File: config.mk
export PLATFORM = sky130hd
export DESIGN_NAME = max_pool_stream
export DESIGN_NICKNAME = d
export VERILOG_FILES = /design/src/rtl/cnn_pkg.sv /design/src/rtl/max_pool_lane.sv /design/src/rtl/max_pool_stream.sv
export SDC_FILE = /design/constraint.sdc
export NUM_CORES = 1
export LEC_CHECK = 0
export ABC_AREA = 1
export BUFFER_PORTS_ARGS = -buffer_cell sky130_fd_sc_hd__buf_2
export CAP_MARGIN = 20
export CORE_ASPECT_RATIO = 0.75
export CORE_UTILIZATION = 25
export DETAILED_ROUTE_END_ITERATION = 10
export PLACE_DENSITY = 0.46
export SYNTH_ARGS = -nofsm -noshare
export SYNTH_HDL_FRONTEND = slang
export SYNTH_SLANG_ARGS = --single-unit
export TNS_END_PERCENT = 1
File: constraint.sdc
create_clock -name clk -period 3.1 [get_ports clk]
set_clock_uncertainty 0.05 [all_clocks]
set_input_delay 0 -clock clk [delete_from_list [all_inputs] [get_ports clk]]
set_output_delay 0 -clock clk [all_outputs]
set_load 0.05 [all_outputs]
File: src/rtl/cnn_pkg.sv
// Shared CNN stage definitions: map geometry, pooled-array type and the
// stream state enum used by the pooling and FC stages.
package cnn_pkg;

   localparam int unsigned MAP_DIM   = 4;
   localparam int unsigned POOL_DIM  = 2;
   localparam int unsigned POOL_OUT  = 4;
   localparam int unsigned DEF_PIX_W = 8;

   typedef logic [POOL_OUT-1:0][DEF_PIX_W-1:0] pooled_arr_t;

   typedef enum logic [1:0] {
      IDLE  = 2'd0,
      ACCUM = 2'd1,
      HOLD  = 2'd2
   } pool_state_e;

   // Raster beat (row*4+col) to pooled index: {row/2, col/2}.
   function automatic logic [1:0] pool_index(input logic [3:0] beat);
      return {beat[3], beat[1]};
   endfunction

endpackage

File: src/rtl/max_pool_lane.sv
// One feature-map lane of the 2x2/stride-2 signed max pool.
// Optional ReLU clamp on pooled writes enabled by macro MAX_POOL_RELU_EN.
module max_pool_lane
   import cnn_pkg::*;
#(
   parameter int unsigned PIX_W = 8
) (
   input  logic                             clk,
   input  logic                             rst,
   input  logic                             beat_en,
   input  logic [3:0]                       beat,
   input  logic [PIX_W-1:0]                 pix,
   output logic [POOL_OUT-1:0][PIX_W-1:0]   pooled
);

   logic [POOL_DIM-1:0][PIX_W-1:0] partial;
   logic [PIX_W-1:0]               sel_part;
   logic [PIX_W-1:0]               merged;
   logic [PIX_W-1:0]               clamped;
   logic                           odd_row;
   logic                           second_col;

   always_comb begin
      odd_row    = beat[2];
      second_col = beat[0];
      sel_part   = partial[beat[1]];
      merged     = ($signed(pix) > $signed(sel_part)) ? pix : sel_part;
`ifdef MAX_POOL_RELU_EN
      clamped    = merged[PIX_W-1] ? '0 : merged;
`else
      clamped    = merged;
`endif
   end

   // Column pairs fold into partial[col/2]; the second column of an odd row
   // completes the 2x2 window and lands in the pooled register.
   always_ff @(posedge clk) begin
      if (rst) begin
         partial <= '0;
         pooled  <= '0;
      end else if (beat_en) begin
         if (!odd_row && !second_col) begin
            partial[beat[1]] <= pix;
         end else if (!(odd_row && second_col)) begin
            partial[beat[1]] <= merged;
         end else begin
            pooled[pool_index(beat)] <= clamped;
         end
      end
   end

endmodule

File: src/rtl/max_pool_stream.sv
// Streaming 4x4 -> 2x2 max pool over NUM_KERNELS lanes with a one-frame
// output hold. Optional post-pool ReLU via macro MAX_POOL_RELU_EN.
module max_pool_stream
   import cnn_pkg::*;
#(
   parameter int unsigned NUM_KERNELS = 2,
   parameter int unsigned PIX_W       = 8
) (
   input  logic                                          clk,
   input  logic                                          rst,
   input  logic                                          in_valid,
   input  logic                                          in_sof,
   input  logic [NUM_KERNELS*PIX_W-1:0]                  in_pix,
   output logic                                          in_ready,
   output logic                                          out_valid,
   input  logic                                          out_ready,
   output logic [NUM_KERNELS-1:0][POOL_OUT-1:0][PIX_W-1:0] pooled_o
);

   localparam int unsigned BEATS = MAP_DIM * MAP_DIM;

   pool_state_e state;
   logic [3:0]  count;
   logic [3:0]  beat;
   logic        xfer;

   always_comb begin
      in_ready = !out_valid || out_ready;
      xfer     = in_valid && in_ready;
      beat     = in_sof ? '0 : count;
   end

   always_ff @(posedge clk) begin
      if (rst) begin
         state     <= IDLE;
         count     <= '0;
         out_valid <= 1'b0;
      end else begin
         if (xfer) begin
            count <= beat + 4'd1;
         end
         case (state)
            IDLE: begin
               if (xfer) begin
                  state <= ACCUM;
               end
            end
            ACCUM: begin
               if (xfer && beat == 4'(BEATS - 1)) begin
                  state     <= HOLD;
                  out_valid <= 1'b1;
               end
            end
            HOLD: begin
               // Acceptance of the held frame may coincide with the next frame's beat 0.
               if (out_ready) begin
                  out_valid <= 1'b0;
                  state     <= xfer ? ACCUM : IDLE;
               end
            end
            default: begin
               state     <= IDLE;
               out_valid <= 1'b0;
            end
         endcase
      end
   end

   for (genvar k = 0; k < NUM_KERNELS; k++) begin : g_lane
      max_pool_lane #(
         .PIX_W (PIX_W)
      ) u_lane (
         .clk     (clk),
         .rst     (rst),
         .beat_en (xfer),
         .beat    (beat),
         .pix     (in_pix[k*PIX_W +: PIX_W]),
         .pooled  (pooled_o[k])
      );
   end

endmodule

# Word level (Yosys, flattened, before mapping)

Index checks and enable logic that the tools add are counted.

Bits in registers: 103
Logic and storage cells: 75
Input bits: 21
Output and inout bits: 66

Add/subtract/negate cells: 1
Reductions and logical operators: 15
$lt $le $gt $ge: 6
Bitwise operators: 2
Equality and inequality tests: 7
Muxes and demuxes: 29

Operators by type and width:

| kind                                                                                | number |
|---|---|
| 16-bit bitwise mux                                                                  | 4 |
| 32-bit bitwise mux                                                                  | 2 |
| 16-bit two-way mux                                                                  | 4 |
| 8-bit two-way mux                                                                   | 8 |
| 8-bit demux with 2-bit select                                                       | 1 |
| 8-bit greater-than comparator                                                       | 2 |
| 3-bit AND reduction                                                                 | 3 |
| 8-bit demux with 1-bit select                                                       | 1 |
| 1-bit logical AND                                                                   | 6 |
| 2-bit two-way mux                                                                   | 3 |
| 2-bit != test, second input constant                                                | 3 |
| 2-bit case mux with 3 select lines                                                  | 1 |
| 4-bit by 1-bit adder with 4-bit output, second input constant                       | 1 |
| 4-bit == test, second input constant                                                | 1 |
| 4-bit two-way mux                                                                   | 1 |
| 1-bit logical NOT                                                                   | 3 |
| 2-bit by 3-bit less-than comparator with 1-bit output, second input constant        | 1 |
| 1-bit two-way mux                                                                   | 3 |
| 1-bit case mux with 3 select lines                                                  | 1 |
| 2-bit by 1-bit == test with 1-bit output, second input constant                     | 1 |
| 2-bit == test, second input constant                                                | 1 |
| 2-bit by 1-bit greater-or-equal comparator with 1-bit output, second input constant | 1 |
| 2-bit logical NOT                                                                   | 1 |
| 1-bit by 2-bit less-than comparator with 1-bit output, second input constant        | 1 |
| 5 further kinds                                                                     | 6 |

# Longest topological paths before layout

Gate-level depths: netlist (run 1).

Depth after elaboration: 8
Gate-level depth with buffers: 20
Gate-level depth less buffers: 18

# Cells and area by module

A second synthesis (run 1) with hierarchy kept.

Cells, all modules: 773
Area, all modules: 5277.6 um^2

By module, submodules not included:

| module          | seq. area each (um^2) | instances | area an instance (um^2) | cells an instance |
|---|---|---|---|---|
| max_pool_lane   | 960.9                 | 2         | 2438.6                  | 362 |
| max_pool_stream | 140.1                 | 1         | 400.4                   | 49 |

# Least setup slack after synthesis (run 1)

No wires, ideal clock.

Path type: flip-flop to flip-flop
Start: reg count[1]
End: reg g_lane[1].u_lane.pooled[10] (netlist name)
Data arrival time: 2.415 ns
Setup time: 0.115 ns
Cell stages (with the launch flop): 18
Path buffers: 3
Path slack: 0.520 ns
Required time: 2.935 ns
Path through: dfxtp_1 buf_4 nand2_4 buf_6 clkbuf_1 nand2_1 o21ai_0 inv_1 ha_1 a21o_1 a31oi_1 nand2_1 nand2_2 nand3_2 nand2_1 nand2_1 o21ai_0 inv_1

Longest elaborated chain between the ends: 6

Ends and longest elaborated chain:

| what                                                                         | line                                     | source |
|---|---|---|
| start, declared                                                              | max_pool_stream.sv:23                    | `logic [3:0] count;` |
| start signal, assigned                                                       | max_pool_stream.sv:40                    | `count <= beat + 4'd1;` |
| 4-bit two-way mux (*)                                                        | max_pool_stream.sv:30                    | `beat = in_sof ? '0 : count;` |
| 8-bit two-way mux (not written as such), or another cell as far along        | max_pool_lane.sv:26                      | `sel_part = partial[beat[1]];` |
| 8-bit two-way mux (not written as such) or 1-bit logical AND (tied branches) | max_pool_lane.sv:26, max_pool_lane.sv:47 |  |
| 8-bit greater-than comparator or 8-bit two-way mux (tied branches)           | max_pool_lane.sv:27, max_pool_lane.sv:47 |  |
| 8-bit two-way mux or 8-bit demux with 2-bit select (tied branches)           | n/a                                      |  |
| 32-bit bitwise mux (*)                                                       | max_pool_lane.sv:47                      | `pooled[pool_index(beat)] <= clamped;` |
| end signal, assigned by index                                                | max_pool_lane.sv:47                      |  |
| end, declared                                                                | max_pool_lane.sv:13                      | `output logic [POOL_OUT-1:0][PIX_W-1:0] pooled` |

Mark *: on every way between the ends. The rest lies on a longest branch, timed or not. The select of a mux whose other input is x is not followed.
A chain may end at the register's enable or synchronous reset.

# Worst setup path after layout (run 1)

Start: reg count[1]
End: reg g_lane[1].u_lane.partial[8] (netlist name)

Longest elaborated chain between the ends: 8

Ends and longest elaborated chain:

| what                                                                         | line                                                          | source |
|---|---|---|
| 4-bit two-way mux (*)                                                        | max_pool_stream.sv:30                                         |  |
| 8-bit two-way mux (not written as such), or another cell as far along        | max_pool_lane.sv:26                                           |  |
| 8-bit two-way mux (not written as such) or 1-bit logical AND (tied branches) | max_pool_lane.sv:26, max_pool_lane.sv:43, max_pool_lane.sv:45 |  |
| 8-bit greater-than comparator or 8-bit two-way mux (tied branches)           | max_pool_lane.sv:27, max_pool_lane.sv:43, max_pool_lane.sv:45 |  |
| 8-bit two-way mux or 8-bit demux with 1-bit select (tied branches)           | n/a                                                           |  |
| 16-bit bitwise mux                                                           | max_pool_lane.sv:45                                           | `partial[beat[1]] <= merged;` |
| 16-bit two-way mux                                                           | max_pool_lane.sv:44                                           | `end else if (!(odd_row && second_col)) begin` |
| 16-bit two-way mux (*)                                                       | max_pool_lane.sv:42                                           | `if (!odd_row && !second_col) begin` |
| end signal, assigned by index                                                | max_pool_lane.sv:43                                           | `partial[beat[1]] <= pix;` |
| end signal, assigned by index                                                | max_pool_lane.sv:45                                           |  |
| end, declared                                                                | max_pool_lane.sv:16                                           | `logic [POOL_DIM-1:0][PIX_W-1:0] partial;` |

Marks and branches as above.

==> results of run 1 <==
## repair_timing
| action | in CTS | in global routing |
|---|---|---|
| gates resized for setup | 1 | 2 |
| setup endpoints to repair | 12 | 95 |
| cloned | 0 | 0 |
| endpoints found under the hold margin | 7 | 0 |
| hold buffers | 4 | 0 |
| buffers inserted | 0 | 1 |
## registers in the layout, summed over array words and instances (netlist names)
signal and count:
count 4, state 2, g_lane.u_lane.partial 32, out_valid 1
g_lane.u_lane.pooled 64
## cells in the mapped netlist
cell | number | share of area (%)
clkbuf_1 | 28 | 2.0
inv_1 | 172 | 12
ha_1 | 13 | 3.1
clkinv_1 | 2 | 0.15
nor2_1 | 57 | 4.1
o211ai_1 | 1 | 0.15
buf_4 | 1 | 0.15
o21ai_1 | 12 | 1.2
o31ai_1 | 1 | 0.15
a21oi_1 | 99 | 9.6
a31oi_1 | 2 | 0.24
nand3_2 | 3 | 0.58
nand2_1 | 123 | 8.9
nand2_4 | 1 | 0.22
nand4_1 | 19 | 2.3
nor2_2 | 2 | 0.24
a21o_1 | 2 | 0.29
nand3_1 | 29 | 2.8
nand3b_1 | 2 | 0.29
or2_2 | 11 | 1.3
inv_2 | 2 | 0.15
o21bai_1 | 2 | 0.29
buf_1 | 3 | 0.22
o21ai_0 | 84 | 8.1
nor3_1 | 1 | 0.097
buf_6 | 1 | 0.22
nand2_2 | 2 | 0.24
nand3_4 | 1 | 0.34
dfxtp_1 | 103 | 40
## kinds of logic (layout without fill, tap and decap cells)
| family | Yosys count | after routing | share of synthesized area (%) |
|---|---|---|---|
| simple gates | 251 | 251 | 21.5 |
| flops | 103 | 103 | 39.9 |
| compound gates | 203 | 203 | 20.0 |
| buf+inv | 209 | 293 | 15.4 |
| fa+ha+maj | 13 | 13 | 3.15 |
## power groups by stage
| stage | clock, mW | sequential, mW | combinational, mW |
|---|---|---|---|
| final | 1.09 | 1.41 | 0.646 |
| after global routing | 1.19 | 1.42 | 0.740 |
| after CTS | 1.14 | 1.41 | 0.650 |
| after detailed placement | 0 | 1.44 | 0.641 |
| after global placement | 0 | 1.44 | 0.642 |
| after floorplan | 0 | 1.44 | 0.450 |
## through the flow
step	power, mW	cell area, sq um	worst slack [ns]	TNS [ns]	cells
after global routing	3.35	6190	-0.111	-2.64	1121
after detailed placement	2.08	5870	0.00690	0	1101
after floorplan	1.89	5170	0.520	0	779
after global placement	2.08	5870	0.0794	0	1101
after CTS	3.20	6180	0.162	0	1120
final	3.14	6190	0.249	0	1121
## worst max-delay path, cell delays in order (launching register included)
cell,delay [ns]
dfxtp_1,0.47
inv_2,0.10
nor2_4,0.28
or2_2,0.17
o21ai_0,0.12
ha_1,0.34
nand4_1,0.12
nor2_1,0.10
nand4_1,0.33
nand3_2,0.28
nand2_1,0.10
nand3_1,0.09
nand2_1,0.10
a21oi_1,0.14
## per-layer routing
layer	vias to the layer above	share of wire [%]
met5	-	0
met4	0	1.1
met3	12	5.0
met2	105	42
met1	2187	52
li1	2609	-
## how the worst max path moves through the flow
stage	endpoint	slack (ns)
floorplan	g_lane[1].u_lane.pooled[10]	0.52
global placement	g_lane[0].u_lane.pooled[30]	0.08
detailed placement	g_lane[0].u_lane.pooled[31]	0.007
CTS	g_lane[0].u_lane.pooled[31]	0.16
global route	g_lane[1].u_lane.pooled[26]	-0.11
finish	g_lane[1].u_lane.partial[8]	0.25
## area by class of cell
type	count	area [sq um]
Clock buffer	9	225
Clock inverter	6	45.0
Fill cell	2266	14100
Inverter	176	661
Multi-Input combinational cell	467	2310
Sequential cell	103	2060
Tap cell	258	323
Timing Repair Buffer	102	561
==> results.ini, run 1 <==
[sta]
max_slew_margin_pct = 57.4
period_needed_ns = 2.85
max_slew.worst_pin.slew_ns = 0.639
setup-violations-final = 0
fin_hold_ws_ns = 0.0184
min_period_over_period_pct = 92.0
hold_viol = 0
clock.fmax_mhz = 351
grt_setup_unrepaired = yes
maxSlewViolCount = 0

[worst_setup_path]
r2r_cells = 13
start_kind = flip-flop
worstSetupPathType = reg -> reg
worstPathMaxFanout = 13
end_kind = flip-flop
worstPathArrival_ns = 3.09
r2r_slack_ns = 0.25
cp.required_ns = 3.34
r2r-start = count[1]
rr_endpoint = g_lane[1].u_lane.partial[8]
startpoint = count[1]

[routing]
via_per_inst = 4.38
detail_route.iter0.violations = 338
drcViolationCount = 0
drt-pass1-iter-count = 5
avgRoutedWirePerCell_microns = 13.5
vias = 4913
ant_nets = 0
wirelength_microns = 15100

[run_status]
outcome = complete, no violations

[floorplan]
core_sq_um = 20300
die-area_sq_um = 21200
dieWidth_microns = 168
rows = 45
initial_utilization_pct = 25.5
die_height_microns = 126
io_pins = 87

[clocking]
cts_tree = yes
htreeDepth = 3
clockBufferDepth = 2
clk_pin_slew_ns = 0.07
clock_latency_ns = 0.35
cts_made_buffers = 9
cts_root_buffer = clkbuf_16
cts_sinks = 103

[logic_synthesis]
syn_inst = 779
syn-cell-area_sq_um = 5170
syn_nets = 813
ys_ff_latch = 103
yosys_warnings = 0
yosysUniqueCellTypes = 29
synth.yosys.seq_area_share_pct = 39.9
avgSynthCellArea_sq_um = 6.63

[cells_and_area]
drive_above_1_share_pct = 15.6
antenna_cells = 0
final_util_pct = 30.5
fin_nets = 893
most-common-layout-cells = inv_1 (172), nand2_1 (123), dfxtp_1 (103), a21oi_1 (99), buf_2 (86)
areaGrowthSynthToFinish_pct = 19.8
layout_commonest_cell = inv_1

[worst_hold_path]
hold_class = in -> reg
min_from = in_pix[4]
hold_depth = 5
holdPathEnd = g_lane[0].u_lane.partial[4]

[grt]
grt_antenna_before_repair = 0
grt_overflow = 0
use_met2_pct = 23.0
top_usage_layer = met2
grt_util_met3_pct = 3.56
groute.usage.overall_pct = 14.8
grt_pass1_vias = 4572
grt_pass1_wl_microns = 24600
grt_max_degree = 40
use_met1_pct = 20.5

[power]
vdd.ir_drop.worst_mv = 0.245
power.leakage_nw = 3.27
clkPwrFrac_pct = 34.7
switching_share_pct = 32.7
combinationalPowerShare_pct = 20.6
p_seq_share_pct = 44.8
intPower_mw = 2.12
p_per_area_nw_per_um2 = 508
p_sw_mw = 1.03

[placed_design]
place.gp.congestion = 0.850
dp_hpwl_microns = 10800
numPortBuffers = 86

[run]
drv_cap = 0

No activity file was read; power rests on OpenSTA's default activity.
==> inputs of run 2 (changes only) <==
--- a/config.mk
+++ b/config.mk
@@ -9,6 +9,7 @@
 export BUFFER_PORTS_ARGS = -buffer_cell sky130_fd_sc_hd__buf_2
 export CAP_MARGIN = 20
 export CORE_ASPECT_RATIO = 0.75
+export CORE_MARGIN = 4
 export CORE_UTILIZATION = 25
 export DETAILED_ROUTE_END_ITERATION = 10
 export PLACE_DENSITY = 0.46
==> results.ini, run 2 (synthesized netlist as in run 1, its figures left out) <==
[run_status]
outcome = complete, no violations  ; unchanged

[worst_setup_path]
worstSetupPathType = reg -> reg  ; unchanged
worstPathArrival_ns = 2.97  ; was 3.09 ns
slowest_stage = dfxtp_1  ; unchanged
start_kind = flip-flop  ; unchanged
cp.required_ns = 3.30  ; was 3.34 ns
startpoint = count[1]  ; unchanged
worstPathMaxFanout = 19  ; was 13
end_kind = flip-flop  ; unchanged
path_buf_inv = 4  ; was 1
cpPeakStageDelay_ns = 0.37  ; was 0.47 ns
r2r-start = count[1]  ; unchanged
cpLargestDelayFamily = simple AND/OR/NAND/NOR gates  ; unchanged
crit_chain = buf_4 > nand2_4 > buf_4 > o21ai_0 > ha_1 > nand4_1 > inv_1 > nand3_1 > nand3b_1 > nand3_4 > nand2_1 > nand2_1 > o21ai_0 > inv_1  ; was inv_2 > nor2_4 > or2_2 > o21ai_0 > ha_1 > nand4_1 > nor2_1 > nand4_1 > nand3_2 > nand2_1 > nand3_1 > nand2_1 > a21oi_1

[placed_design]
place.gp.congestion = 0.805  ; was 0.850
dpl_worst_slack_ns = 0.260  ; was 0.00690 ns
dp_hpwl_microns = 11200  ; was 10,800 microns
numPortBuffers = 86  ; unchanged
dp_cells = 1105  ; was 1,101

[grt]
grt_antenna_before_repair = 0  ; unchanged
grt_overflow = 0  ; unchanged
groute.usage.overall_pct = 13.1  ; was 14.8%
grt_max_degree = 33  ; was 40
grt_pass1_wl_microns = 24500  ; was 24,600 microns
grt_pass1_vias = 4617  ; was 4,572

[clocking]
clk_pin_slew_ns = 0.07  ; about the same
clock_latency_ns = 0.36  ; was 0.35 ns
cts_sinks = 103  ; unchanged
cts_tree = yes  ; unchanged
htreeDepth = 3  ; unchanged
post_cts_buffers = 0  ; unchanged
clockBufferDepth = 2  ; unchanged
cts_made_buffers = 9  ; unchanged
cts_root_buffer = clkbuf_16  ; unchanged

[cells_and_area]
layoutNonFillerInstCount = 1124  ; was 1,121
drive_above_1_share_pct = 15.9  ; was 15.6%
largest_register = g_lane.u_lane.pooled  ; unchanged
antenna_cells = 0  ; unchanged
fin_nets = 895  ; was 893
most-common-layout-cells = inv_1 (172), nand2_1 (123), dfxtp_1 (103), a21oi_1 (99), buf_2 (86)  ; unchanged
regArea_sq_um = 2060  ; unchanged
reg.largest.list = g_lane.u_lane.pooled: 64 flops, g_lane.u_lane.partial: 32 flops, count: 4 flops  ; unchanged
layout_commonest_cell = inv_1  ; unchanged
fillers = 2257  ; was 2,266
areaGrowthSynthToFinish_pct = 21.2  ; was 19.8%
largest_reg_flops = 64  ; unchanged
final_util_pct = 30.9  ; was 30.5%
multi_input_comb_area_sq_um = 2310  ; unchanged

[routing]
via_per_inst = 4.34  ; was 4.38
ant_nets = 0  ; unchanged
avgRoutedWirePerCell_microns = 13.4  ; was 13.5 microns
drt-pass1-iter-count = 6  ; was 5
detail_route.iter0.violations = 229  ; was 338
wirelength_microns = 15100  ; about the same
drcViolationCount = 0  ; unchanged
vias = 4883  ; was 4,913

[floorplan]
initial_utilization_pct = 25.5  ; unchanged
rows = 45  ; unchanged
io_pins = 87  ; unchanged
die_height_microns = 132  ; was 126 microns
dieWidth_microns = 174  ; was 168 microns
core_sq_um = 20300  ; unchanged
die-area_sq_um = 23100  ; was 21,200 sq um

[sta]
tns_ns = 0  ; unchanged
clock.fmax_mhz = 361  ; was 351 MHz
hold_viol = 0  ; unchanged
layout_setup_ws_ns = 0.327  ; was 0.249 ns
max_slew.worst_pin.slew_ns = 0.645  ; was 0.639 ns
min_period_over_period_pct = 89.5  ; was 92.0%
maxSlewViolCount = 0  ; unchanged
setup-violations-final = 0  ; unchanged
max_slew_margin_pct = 56.7  ; was 57.4%
fin_hold_ws_ns = 0.00780  ; was 0.0184 ns
grt_setup_unrepaired = no  ; was yes
period_needed_ns = 2.77  ; was 2.85 ns

[power]
p_per_area_nw_per_um2 = 531  ; was 508 nW/um^2
vdd.ir_drop.worst_mv = 0.292  ; was 0.245 mV
power.leakage_nw = 3.31  ; was 3.27 nW

[worst_hold_path]
min_from = in_pix[3]  ; was in_pix[4]
hold_class = in -> reg  ; unchanged

[run]
drv_cap = 0  ; unchanged

[run 2: final cells by class]
cell class	count	share of cell area, %
Inverter	176	10.6
Tap cell	258	5.16
Timing Repair Buffer	104	9.15
Multi-Input combinational cell	467	37.0
Clock buffer	11	3.88
Sequential cell	103	32.9
Clock inverter	5	1.38
[run 2: where the power goes]
| group | switching (mW) | total, mW | internal, mW |
|---|---|---|---|
| sequential | 0.0302 | 1.41 | 1.38 |
| combinational | 0.443 | 0.641 | 0.198 |
| clock | 0.537 | 1.28 | 0.738 |
| total | 1.01 | 3.32 | 2.31 |
[run 2: per-layer routing]
| metal | GRT usage (%) | vias to the layer above | routed length [microns] |
|---|---|---|---|
| li1 | - | 2612 | - |
| met1 | 18.5 | 2173 | 7770 |
| met2 | 20.4 | 87 | 6500 |
| met3 | 3.31 | 11 | 627 |
| met4 | 2.86 | 0 | 154 |
| met5 | 0 | - | 0 |
[run 2: metrics by stage]
stage          cell area (sq um)  total power, mW
2_1_floorplan               5170             1.89
3_3_place_gp                5900             2.08
3_5_place_dp                5900             2.08
4_1_cts                     6260             3.37
5_1_grt                     6260             3.50
6_report                    6260             3.32
[run 2: worst paths after layout]
kind / to / slack, ns / depth (start not counted)
max: g_lane[0].u_lane.pooled[5] / 0.33 / 14
min reg2reg: g_lane[0].u_lane.partial[6] / 0.41 / 2
min: g_lane[0].u_lane.partial[3] / 0.008 / 5
max reg2reg: g_lane[0].u_lane.pooled[5] / 0.33 / 14
[run 2: worst register-to-register path: stages, from the launching register on]
cell and delay (ns):
dfxtp_1 0.37, buf_4 0.15, nand2_4 0.14, buf_4 0.21, o21ai_0 0.24, ha_1 0.30
nand4_1 0.09, inv_1 0.05, nand3_1 0.07, nand3b_1 0.33, nand3_4 0.18, nand2_1 0.12
nand2_1 0.12, o21ai_0 0.18, inv_1 0.06
[run 2: timing repair]
| action | 4_1_cts | 5_1_grt |
|---|---|---|
| hold buffers | 3 | 0 |
| setup endpoints to repair | 0 | 32 |
| gates resized for setup | 0 | 1 |
| hold endpoints to repair | 5 | 0 |
